[config.mk]
export PLATFORM = sky130hd
export DESIGN_NAME = iu_branch_unit
export DESIGN_NICKNAME = d
export VERILOG_FILES = /design/src/rtl/iu_pkg.sv /design/src/rtl/iu_cond_eval.sv /design/src/rtl/iu_branch_unit.sv
export SDC_FILE = /design/constraint.sdc
export NUM_CORES = 1
export LEC_CHECK = 0
export ABC_CLOCK_PERIOD_IN_PS = 2550
export BUFFER_PORTS_ARGS = -buffer_cell sky130_fd_sc_hd__buf_4
export CAP_MARGIN = 20
export CORE_ASPECT_RATIO = 0.75
export CORE_UTILIZATION = 54
export CTS_CLUSTER_DIAMETER = 60
export DETAILED_ROUTE_END_ITERATION = 10
export MAX_ROUTING_LAYER = met4
export PLACE_DENSITY = 0.92
export SLEW_MARGIN = 0
export SYNTH_ARGS = -nofsm -noshare
export SYNTH_HDL_FRONTEND = slang
export SYNTH_HIERARCHICAL = 1
export SYNTH_SLANG_ARGS = --single-unit
[constraint.sdc]
create_clock -name clk -period 2.55 [get_ports clk]
set_input_delay 0.51 -clock clk [delete_from_list [all_inputs] [get_ports clk]]
set_output_delay 0.51 -clock clk [all_outputs]
set_load 0.01 [all_outputs]
[src/rtl/iu_pkg.sv]
// Shared integer-unit definitions: Bicc condition encodings, icc bit positions
// and the branch sequencer state type.
package iu_pkg;

  localparam logic [3:0] COND_BN   = 4'h0;
  localparam logic [3:0] COND_BE   = 4'h1;
  localparam logic [3:0] COND_BLE  = 4'h2;
  localparam logic [3:0] COND_BL   = 4'h3;
  localparam logic [3:0] COND_BLEU = 4'h4;
  localparam logic [3:0] COND_BCS  = 4'h5;
  localparam logic [3:0] COND_BNEG = 4'h6;
  localparam logic [3:0] COND_BVS  = 4'h7;
  localparam logic [3:0] COND_BA   = 4'h8;
  localparam logic [3:0] COND_BNE  = 4'h9;
  localparam logic [3:0] COND_BG   = 4'hA;
  localparam logic [3:0] COND_BGE  = 4'hB;
  localparam logic [3:0] COND_BGU  = 4'hC;
  localparam logic [3:0] COND_BCC  = 4'hD;
  localparam logic [3:0] COND_BPOS = 4'hE;
  localparam logic [3:0] COND_BVC  = 4'hF;

  localparam int ICC_N = 3;
  localparam int ICC_Z = 2;
  localparam int ICC_V = 1;
  localparam int ICC_C = 0;

  typedef enum logic [1:0] {
    IDLE  = 2'd0,
    SLOT  = 2'd1,
    REDIR = 2'd2
  } br_state_t;

endpackage

[src/rtl/iu_cond_eval.sv]
// Combinational evaluation of a SPARC Bicc/Ticc condition against {N,Z,V,C}.
module iu_cond_eval
  import iu_pkg::*;
(
  input  logic [3:0] cond,
  input  logic [3:0] icc,
  output logic       taken
);

  logic n, z, v, c;
  logic base;

  assign n = icc[ICC_N];
  assign z = icc[ICC_Z];
  assign v = icc[ICC_V];
  assign c = icc[ICC_C];

  // The upper half of the encoding is the complement of the lower half,
  // which also turns "never" into "always".
  always_comb begin
    base = 1'b0;
    case (cond[2:0])
      3'd0: base = 1'b0;
      3'd1: base = z;
      3'd2: base = z | (n ^ v);
      3'd3: base = n ^ v;
      3'd4: base = c | z;
      3'd5: base = c;
      3'd6: base = n;
      3'd7: base = v;
      default: base = 1'b0;
    endcase
  end

  assign taken = base ^ cond[3];

endmodule

[src/rtl/iu_branch_unit.sv]
// Holds the icc register, resolves Bicc conditions and sequences the delay
// slot (with annul) before issuing a one-cycle fetch redirect.
module iu_branch_unit
  import iu_pkg::*;
#(
  parameter int XLEN  = 32,
  parameter int DISPW = 22
) (
  input  logic             clk,
  input  logic             rst_n,
  input  logic             icc_we,
  input  logic [3:0]       icc_in,
  input  logic             stall,
  input  logic             issue_valid,
  input  logic             br_valid,
  input  logic [3:0]       br_cond,
  input  logic             br_annul,
  input  logic [DISPW-1:0] br_disp,
  input  logic [XLEN-1:0]  br_pc,
  output logic [3:0]       icc,
  output logic             busy,
  output logic             annul_slot,
  output logic             redirect,
  output logic [XLEN-1:0]  redirect_pc,
  output logic             dcti_err
);

  br_state_t       state;
  logic [3:0]      eff_icc;
  logic            cond_taken;
  logic [XLEN-1:0] disp_ext;
  logic [XLEN-1:0] br_target;
  logic            issue_go;
  logic            branch_go;
  logic            taken_q;
  logic            annul_q;
  logic [XLEN-1:0] target_q;

  // A cc-setting op in the same cycle as the Bicc must be seen by it.
  assign eff_icc = icc_we ? icc_in : icc;

  iu_cond_eval u_cond_eval (
    .cond  (br_cond),
    .icc   (eff_icc),
    .taken (cond_taken)
  );

  assign disp_ext  = {{(XLEN-DISPW-2){br_disp[DISPW-1]}}, br_disp, 2'b00};
  assign br_target = br_pc + disp_ext;

  assign issue_go   = issue_valid & ~stall;
  assign branch_go  = issue_go & br_valid;
  assign annul_slot = (state == SLOT) & annul_q & issue_go;

  always_ff @(posedge clk or negedge rst_n) begin
    if (!rst_n) begin
      icc <= 4'b0000;
    end else if (icc_we) begin
      icc <= icc_in;
    end
  end

  // A Bicc in the slot (DCTI couple) is flagged but never replaces the
  // outcome already latched for the first branch.
  always_ff @(posedge clk or negedge rst_n) begin
    if (!rst_n) begin
      state       <= IDLE;
      taken_q     <= 1'b0;
      annul_q     <= 1'b0;
      target_q    <= '0;
      busy        <= 1'b0;
      redirect    <= 1'b0;
      redirect_pc <= '0;
      dcti_err    <= 1'b0;
    end else begin
      redirect <= 1'b0;
      dcti_err <= 1'b0;
      case (state)
        IDLE: begin
          if (branch_go) begin
            taken_q  <= cond_taken;
            target_q <= br_target;
            annul_q  <= br_annul & ((br_cond == COND_BA) | ~cond_taken);
            state    <= SLOT;
            busy     <= 1'b1;
          end
        end
        SLOT: begin
          if (issue_go) begin
            dcti_err <= br_valid;
            if (taken_q) begin
              state       <= REDIR;
              redirect    <= 1'b1;
              redirect_pc <= target_q;
              busy        <= 1'b1;
            end else begin
              state <= IDLE;
              busy  <= 1'b0;
            end
          end
        end
        REDIR: begin
          state <= IDLE;
          busy  <= 1'b0;
        end
        default: begin
          state <= IDLE;
          busy  <= 1'b0;
        end
      endcase
    end
  end

endmodule

### After elaboration in Yosys (flattened, before gate mapping)

Cells that the tools add are included.

| word-level totals | value |
|---|---|
| flip-flop bits (word level) | 75 |
| input port bits | 69 |
| output and inout port bits | 40 |
| word-level logic and storage cells | 52 |

| cells by class | value |
|---|---|
| add/subtract/negate cells | 1 |
| equality and inequality tests | 11 |
| muxes and demuxes | 14 |
| bitwise gates (word level) | 12 |
| reductions and logical operators | 5 |

Operators by type and width:

| kind | number |
|---|---|
| $add 32x32->32 | 1 |
| $eq 3x3->1 const B | 4 |
| $pmux 1 s8 | 1 |
| $mux 1 | 7 |
| $eq 3x2->1 const B | 2 |
| $mux 2 | 3 |
| $and 1x1->1 | 5 |
| $eq 4x4->1 const B | 1 |
| $mux 4 | 1 |
| $ne 2x2->1 const B | 2 |
| $pmux 2 s2 | 1 |
| $reduce_and 2->1 | 2 |
| $eq 3x1->1 const B | 1 |
| $logic_not 3->1 | 1 |
| $or 1x1->1 | 3 |
| $reduce_and 3->1 | 1 |
| $eq 2x1->1 const B | 1 |
| $logic_not 2->1 | 1 |
| $not 1->1 | 2 |
| $pmux 1 s2 | 1 |
| $xor 1x1->1 | 2 |

### Longest topological paths before layout

Gate-level depths: netlist of the first run.

| logic depth | value |
|---|---|
| depth after elaboration | 8 |
| gate-level depth with buffers | 11 |
| depth with buffers taken out | 11 |

### Cells and area by module

Netlist of the first run, hierarchy kept.

Modules (own cells, without submodules):

| module | instances | cells an instance | area each (um2) | seq. area each (um2) |
|---|---|---|---|---|
| iu_branch_unit | 1 | 417 | 4314.1 | 1876.8 |
| iu_cond_eval | 1 | 11 | 71.3 | 0.0 |

### Least setup slack after synthesis of the first run

Ideal clock, no wire load.

| timing | value |
|---|---|
| path kind | input to register |
| start point | input port br_disp[0] |
| end point | register target_q[24] |
| setup time | 66 ps |
| arrival | 2516 ps |
| required time | 2484 ps |
| path slack | -33 ps |
| stages | 11 |
| buffers on the path | 0 |
| cells stage by stage | ha_1 inv_1 fa_1 nor2b_1 o211ai_1 a31oi_2 nor2_2 o21ai_4 a41oi_2 or4b_1 nand2_1 |

| on the way | value |
|---|---|
| word-level cells in the longest chain between the ends | 1 |

RTL lines:

| what | RTL line | text |
|---|---|---|
| from (decl) | iu_branch_unit.sv:18 | `input logic [DISPW-1:0] br_disp,` |
| $add 32x32->32 | iu_branch_unit.sv:49 | `assign br_target = br_pc + disp_ext;` |
| to (signal assigned) | iu_branch_unit.sv:82 | `target_q <= br_target;` |
| to (decl) | iu_branch_unit.sv:37 | `logic [XLEN-1:0] target_q;` |

Every way passes these cells.
A chain may end at the register's enable or synchronous reset.

### Final worst setup path of the first run

Ends and elaborated chain as after synthesis.

==> results.tsv, run 1 <==
metric	value	unit
violations	DRC	
yosys_warnings	6	
htreeDepth	3	
crit_path_cell_trace	buf_4, ha_4, inv_2, fa_2, nor2b_1, o211ai_1, a31oi_2, nor2_2, o21ai_4, a41oi_2, or4b_1, nand2_1	
arrival	2.77	ns
first_pass_iters	7	
worst_pin_slew	0.926	ns
power_density	774	mW/mm^2
place_area	0.00562	sq mm
setup_viol	0	
worstSetupPathType	in2reg	
synth_top_area_cell	dfrtp_1	
dieArea	0.00849	sq mm
synth_cell_types	56	
synth_seq_area_share	0.428	
port-buffer-count	108	
syn_area	0.00439	sq mm
timing.rr.end	target_q[12]$_DFFE_PN0P_	
cp_slowest_cell	or4b_1	
pwr-share-seq	0.418	
most-common-layout-cells	buf_4 (157), dfrtp_1 (75), nand2_1 (48)	
drv_cap	0	
drv_slew	0	
drt-total-wl	10.8	mm
ys_ff_latch	75	
vias	3823	
grt_pass1_vias	3703	
vias_per_cell	5.55	
cts_sinks	75	
start_util	0.556	
vdd_drop_max	0.398	mV
dp.cells	671	
clkPwrFrac	0.204	
fin_nets	678	
clockRootBuffer	clkbuf_8	
cp-start-kind	input pin	
r2r_cells	4	
ys.flop_type	dfrtp_1	
drtIter0Drc	227	
wl_per_cell	15.7	um
gr-total-overflow	0	
synth_area_per_cell	10.2	sq um
crit_family	simple AND/OR/NAND/NOR gates	
coreArea	0.00788	sq mm
netlist_instances	428	
hold_violations	0	
fin_area	0.00587	sq mm
hold_class	in2async	
crit_buf_inv	2	
p_int	3.07	mW
synthTopCellsByArea	dfrtp_1 (43%), mux2_2 (11%), ha_1 (8.3%)	
cts_hold_buf	0	
yosys.area.top_type_share	0.428	
gp_congestion	0.913	
leakagePower	2.88	nW
clk_pin_slew	0.07	ns
grt_pass1_wl	17.6	mm
grt_start_max_net_pins	76	
r2r-start	state[0]$_DFFE_PN0P_	
pwr-share-comb	0.378	
setup_tns	0	ns
cts_tree	done	
layout_commonest_cell	buf_4	
power.switching	1.48	mW
synth_fp_nets	527	
drive_above_1_share	0.399	
antenna_left	0	
ys_async_sr_fraction	1.00	
fp-row-count	28	
power	4.54	mW
clkLatencyLatePin	0.35	ns
numCtsBuffers	9	
fin_worst_skew	0.00908	ns
layoutNonFillerInstCount	689	
grt.total_usage	0.276	
max_freq	0.402	GHz
antenna_found_initial	0	
slowest_delay	0.54	ns
hpwl	8.49	mm
drc_errors	3	
worst-path-max-fanout	3	
syn2layout_area_growth	33.9	%
clk_path_buf_depth	2	
top_level_ports	109	
period_needed	2.49	ns
die-width	106	um
n_antenna_cell	0	
switching_share	0.325	
crit_required	2.83	ns
finalCritPeriodShare	0.976	
status	finished with violations	
critical_path.endpoint_type	flop	
slew_headroom	0.382	
dieHeight	80.0	um
r2r_slack	0.71	ns
synth-edff-count	0	
-- worst max-delay path by stage --
stage | cells past startpoint | slack [ns] | to | start
3_3_place_gp | 12 | -0.17 | target_q[24]$_DFFE_PN0P_ | br_disp[0]
4_1_cts | 12 | 0.05 | target_q[24]$_DFFE_PN0P_ | br_disp[0]
2_1_floorplan | 11 | 0.001 | target_q[24]$_DFFE_PN0P_ | br_disp[0]
6_report | 12 | 0.06 | target_q[24]$_DFFE_PN0P_ | br_disp[0]
5_1_grt | 12 | -0.007 | target_q[24]$_DFFE_PN0P_ | br_disp[0]
3_5_place_dp | 12 | -0.28 | target_q[24]$_DFFE_PN0P_ | br_disp[0]
-- metrics by stage --
stage,worst slack (ns),utilization,hold WS (ns)
floorplan,0.00106,-,0.214
global placement,-0.172,0.713,0.443
finish,0.0609,0.745,0.299
CTS,0.0489,0.738,0.328
global route,-0.00693,0.745,0.384
detailed placement,-0.279,0.713,0.464
-- power by group through the flow --
stage	combinational, mW	sequential (mW)	clock [mW]
2_1_floorplan	0.761	1.98	0
3_3_place_gp	1.63	1.90	0
3_5_place_dp	1.71	1.92	0
4_1_cts	1.71	1.90	0.939
5_1_grt	1.86	1.95	0.992
6_report	1.72	1.90	0.925
-- flip-flops by register name, summed over array words and instances, names as in the netlist, 2 cells and up --
name,count
state,2
redirect_pc,32
icc,4
target_q,32
-- cells in the mapped netlist (2+ instances only) --
library cell and count:
dfrtp_1 75, nand2_1 48, mux2_2 42, o21ai_0 35, a21oi_1 29, ha_1 29, xnor2_1 15, xor2_1 13
clkbuf_1 12, inv_1 12, nor2_1 11, nand3_1 10, a21o_1 8, nor2b_1 7, o211ai_1 6, a31oi_1 5
nor3_1 5, a211oi_1 4, a41oi_1 4, buf_2 4, nand2b_1 4, a311oi_1 3, mux2i_1 3, nand4_1 3
o21bai_1 3, a21boi_0 2, and2_1 2, and3_1 2, buf_1 2, o2111ai_1 2, o21ai_1 2, o221ai_1 2
-- layout make-up --
class,instances,area [sq um]
clock buffers,10,138
clock inverters,6,65.1
fillers,528,2010
inverters,13,48.8
multi-input cells,322,2420
flip-flops and latches,75,1880
well taps,105,131
repair buffers,158,1190
-- kinds of logic after synthesis --
group           share of synthesized area
compound gates                      0.176
xor+xnor                           0.0559
fa+ha+maj                          0.0873
buf+inv                            0.0277
flops                               0.428
mux                                 0.115
simple gates                        0.110
-- layer usage --
layer / wire, um / track usage
met1: 5050 / 0.367
met5: 0 / -
met3: 524 / 0.0343
met4: 102 / 0.0986
met2: 5100 / 0.439
-- repair_timing --
action / CTS / global route
buffers inserted: 0 / 2
hold endpoints to repair: 0 / 0
gates resized for setup: 0 / 8
endpoints found under the setup margin: 0 / 10
(Power assumes the default switching activity.)
==> inputs of run 2 (changes only) <==
- BUFFER_PORTS_ARGS: -buffer_cell sky130_fd_sc_hd__buf_4 -> -buffer_cell sky130_fd_sc_hd__buf_2
==> results.tsv, run 2 (synthesized netlist as in run 1, its figures left out) <==
metric	value	unit
status	finished with violations	
violations	DRC	
wl_per_cell	14.7	um
clk_pin_slew	0.08	ns
port-buffer-count	108	
cts_tree	done	
hold_class	in2async	
clockRootBuffer	clkbuf_8	
worstSetupPathType	in2reg	
worst_pin_slew	0.901	ns
drc_errors	2	
coreArea	0.00788	sq mm
crit_path_cell_trace	buf_2, ha_2, inv_1, fa_2, nor2b_2, o211ai_1, a31oi_2, nor2_2, o21ai_4, a41oi_2, or4b_1, nand2_1	
grt.total_usage	0.259	
cts_hold_buf	0	
fin_util	0.706	
layout_commonest_cell	buf_2	
crit_required	2.83	ns
drv_slew	0	
dieArea	0.00849	sq mm
r2r-start	state[0]$_DFFE_PN0P_	
clk_path_buf_depth	2	
clkPwrFrac	0.207	
antenna_left	0	
power.switching	1.44	mW
start_util	0.556	
htreeDepth	3	
syn2layout_area_growth	26.9	%
leakagePower	2.78	nW
r2r_cells	4	
antenna_found_initial	0	
dp.cells	670	
vdd_drop_max	0.441	mV
fp-row-count	28	
hold_violations	0	
hpwl	7.93	mm
biggestRegsByFlops	redirect_pc: 32 flops, target_q: 32 flops, icc: 4 flops	
fin_nets	676	
grt_pass1_wl	16.8	mm
power_density	775	mW/mm^2
finalCritPeriodShare	0.961	
first_pass_iters	7	
switching_share	0.335	
drt-total-wl	10.1	mm
pwr-share-seq	0.437	
crit_buf_inv	2	
crit_cells	12	
critical_path.endpoint_type	flop	
cp_slowest_cell	or4b_1	
drv_cap	0	
vias	3807	
die-width	106	um
worst-path-max-fanout	3	
critPathLaunch	br_disp[0]	
rsz0062_at_grt	no	
fin_area	0.00556	sq mm
period_needed	2.45	ns
max_freq	0.408	GHz
cts_sinks	75	
n_antenna_cell	0	
cp-start-kind	input pin	
arrival	2.73	ns
power	4.31	mW
clkLatencyLatePin	0.34	ns
drive_above_1_share	0.395	
gr-total-overflow	0	
crit_family	simple AND/OR/NAND/NOR gates	
fin_worst_skew	0.00999	ns
r2r_slack	0.70	ns
slowest_delay	0.49	ns
setup_viol	0	
numCtsBuffers	9	
timing.rr.end	target_q[12]$_DFFE_PN0P_	
grt_start_max_net_pins	76	
place_area	0.00534	sq mm
top_level_ports	109	
dieHeight	80.0	um
vias_per_cell	5.54	
grt_pass1_vias	3667	
drtIter0Drc	195	
most-common-layout-cells	buf_2 (107), dfrtp_1 (75), buf_4 (49)	
gp_congestion	0.911	
slew_headroom	0.399	
crit_path_end	target_q[24]$_DFFE_PN0P_	
pwr-share-comb	0.356	
layoutNonFillerInstCount	687	
p_int	2.87	mW
==> run 2: repair_timing <==
item	4_1_cts	5_1_grt
endpoints found under the setup margin	0	6
gates resized for setup	0	5
buffers inserted	0	1
==> run 2: power groups by stage <==
| stage | Combinational, mW | Sequential [mW] | Clock [mW] |
|---|---|---|---|
| 3_5_place_dp | 1.52 | 1.91 | 0 |
| 6_report | 1.53 | 1.89 | 0.892 |
| 4_1_cts | 1.53 | 1.89 | 0.905 |
| 2_1_floorplan | 0.761 | 1.98 | 0 |
| 3_3_place_gp | 1.46 | 1.88 | 0 |
| 5_1_grt | 1.68 | 1.94 | 0.952 |
==> run 2: worst min path at each step <==
stage | end | slack [ns] | cells past startpoint
after floorplan | annul_q$_DFFE_PN0P_ | 0.21 | 0
after global placement | state[0]$_DFFE_PN0P_ | 0.44 | 1
after detailed placement | state[0]$_DFFE_PN0P_ | 0.46 | 1
after CTS | target_q[3]$_DFFE_PN0P_ | 0.33 | 1
after global routing | redirect_pc[11]$_DFFE_PN0P_ | 0.37 | 1
final | target_q[3]$_DFFE_PN0P_ | 0.30 | 1
==> run 2: area by class of cell <==
cell class / count / area, sq um
clock buffer: 10 / 128
clock inverter: 6 / 66.3
inverter: 13 / 48.8
timing repair buffer: 156 / 903
sequential: 75 / 1880
fill: 616 / 2320
tap: 105 / 131
multi-input combinational: 322 / 2410
==> run 2: per-stage QoR <==
stage	setup TNS, ns	hold slack (ns)	setup WS [ns]
5_1_grt	0	0.368	0.00461
4_1_cts	0	0.326	0.00659
6_report	0	0.302	0.100
3_3_place_gp	-1.10	0.443	-0.179
2_1_floorplan	0	0.214	0.00106
3_5_place_dp	-2.51	0.464	-0.336
==> run 2: layer usage <==
metal | vias up | wire length, um | GRT usage
met5 | - | 0 | -
met4 | 0 | 79 | 0.0750
met3 | 5 | 508 | 0.0318
met2 | 133 | 4680 | 0.418
met1 | 1816 | 4820 | 0.347
li1 | 1853 | - | -
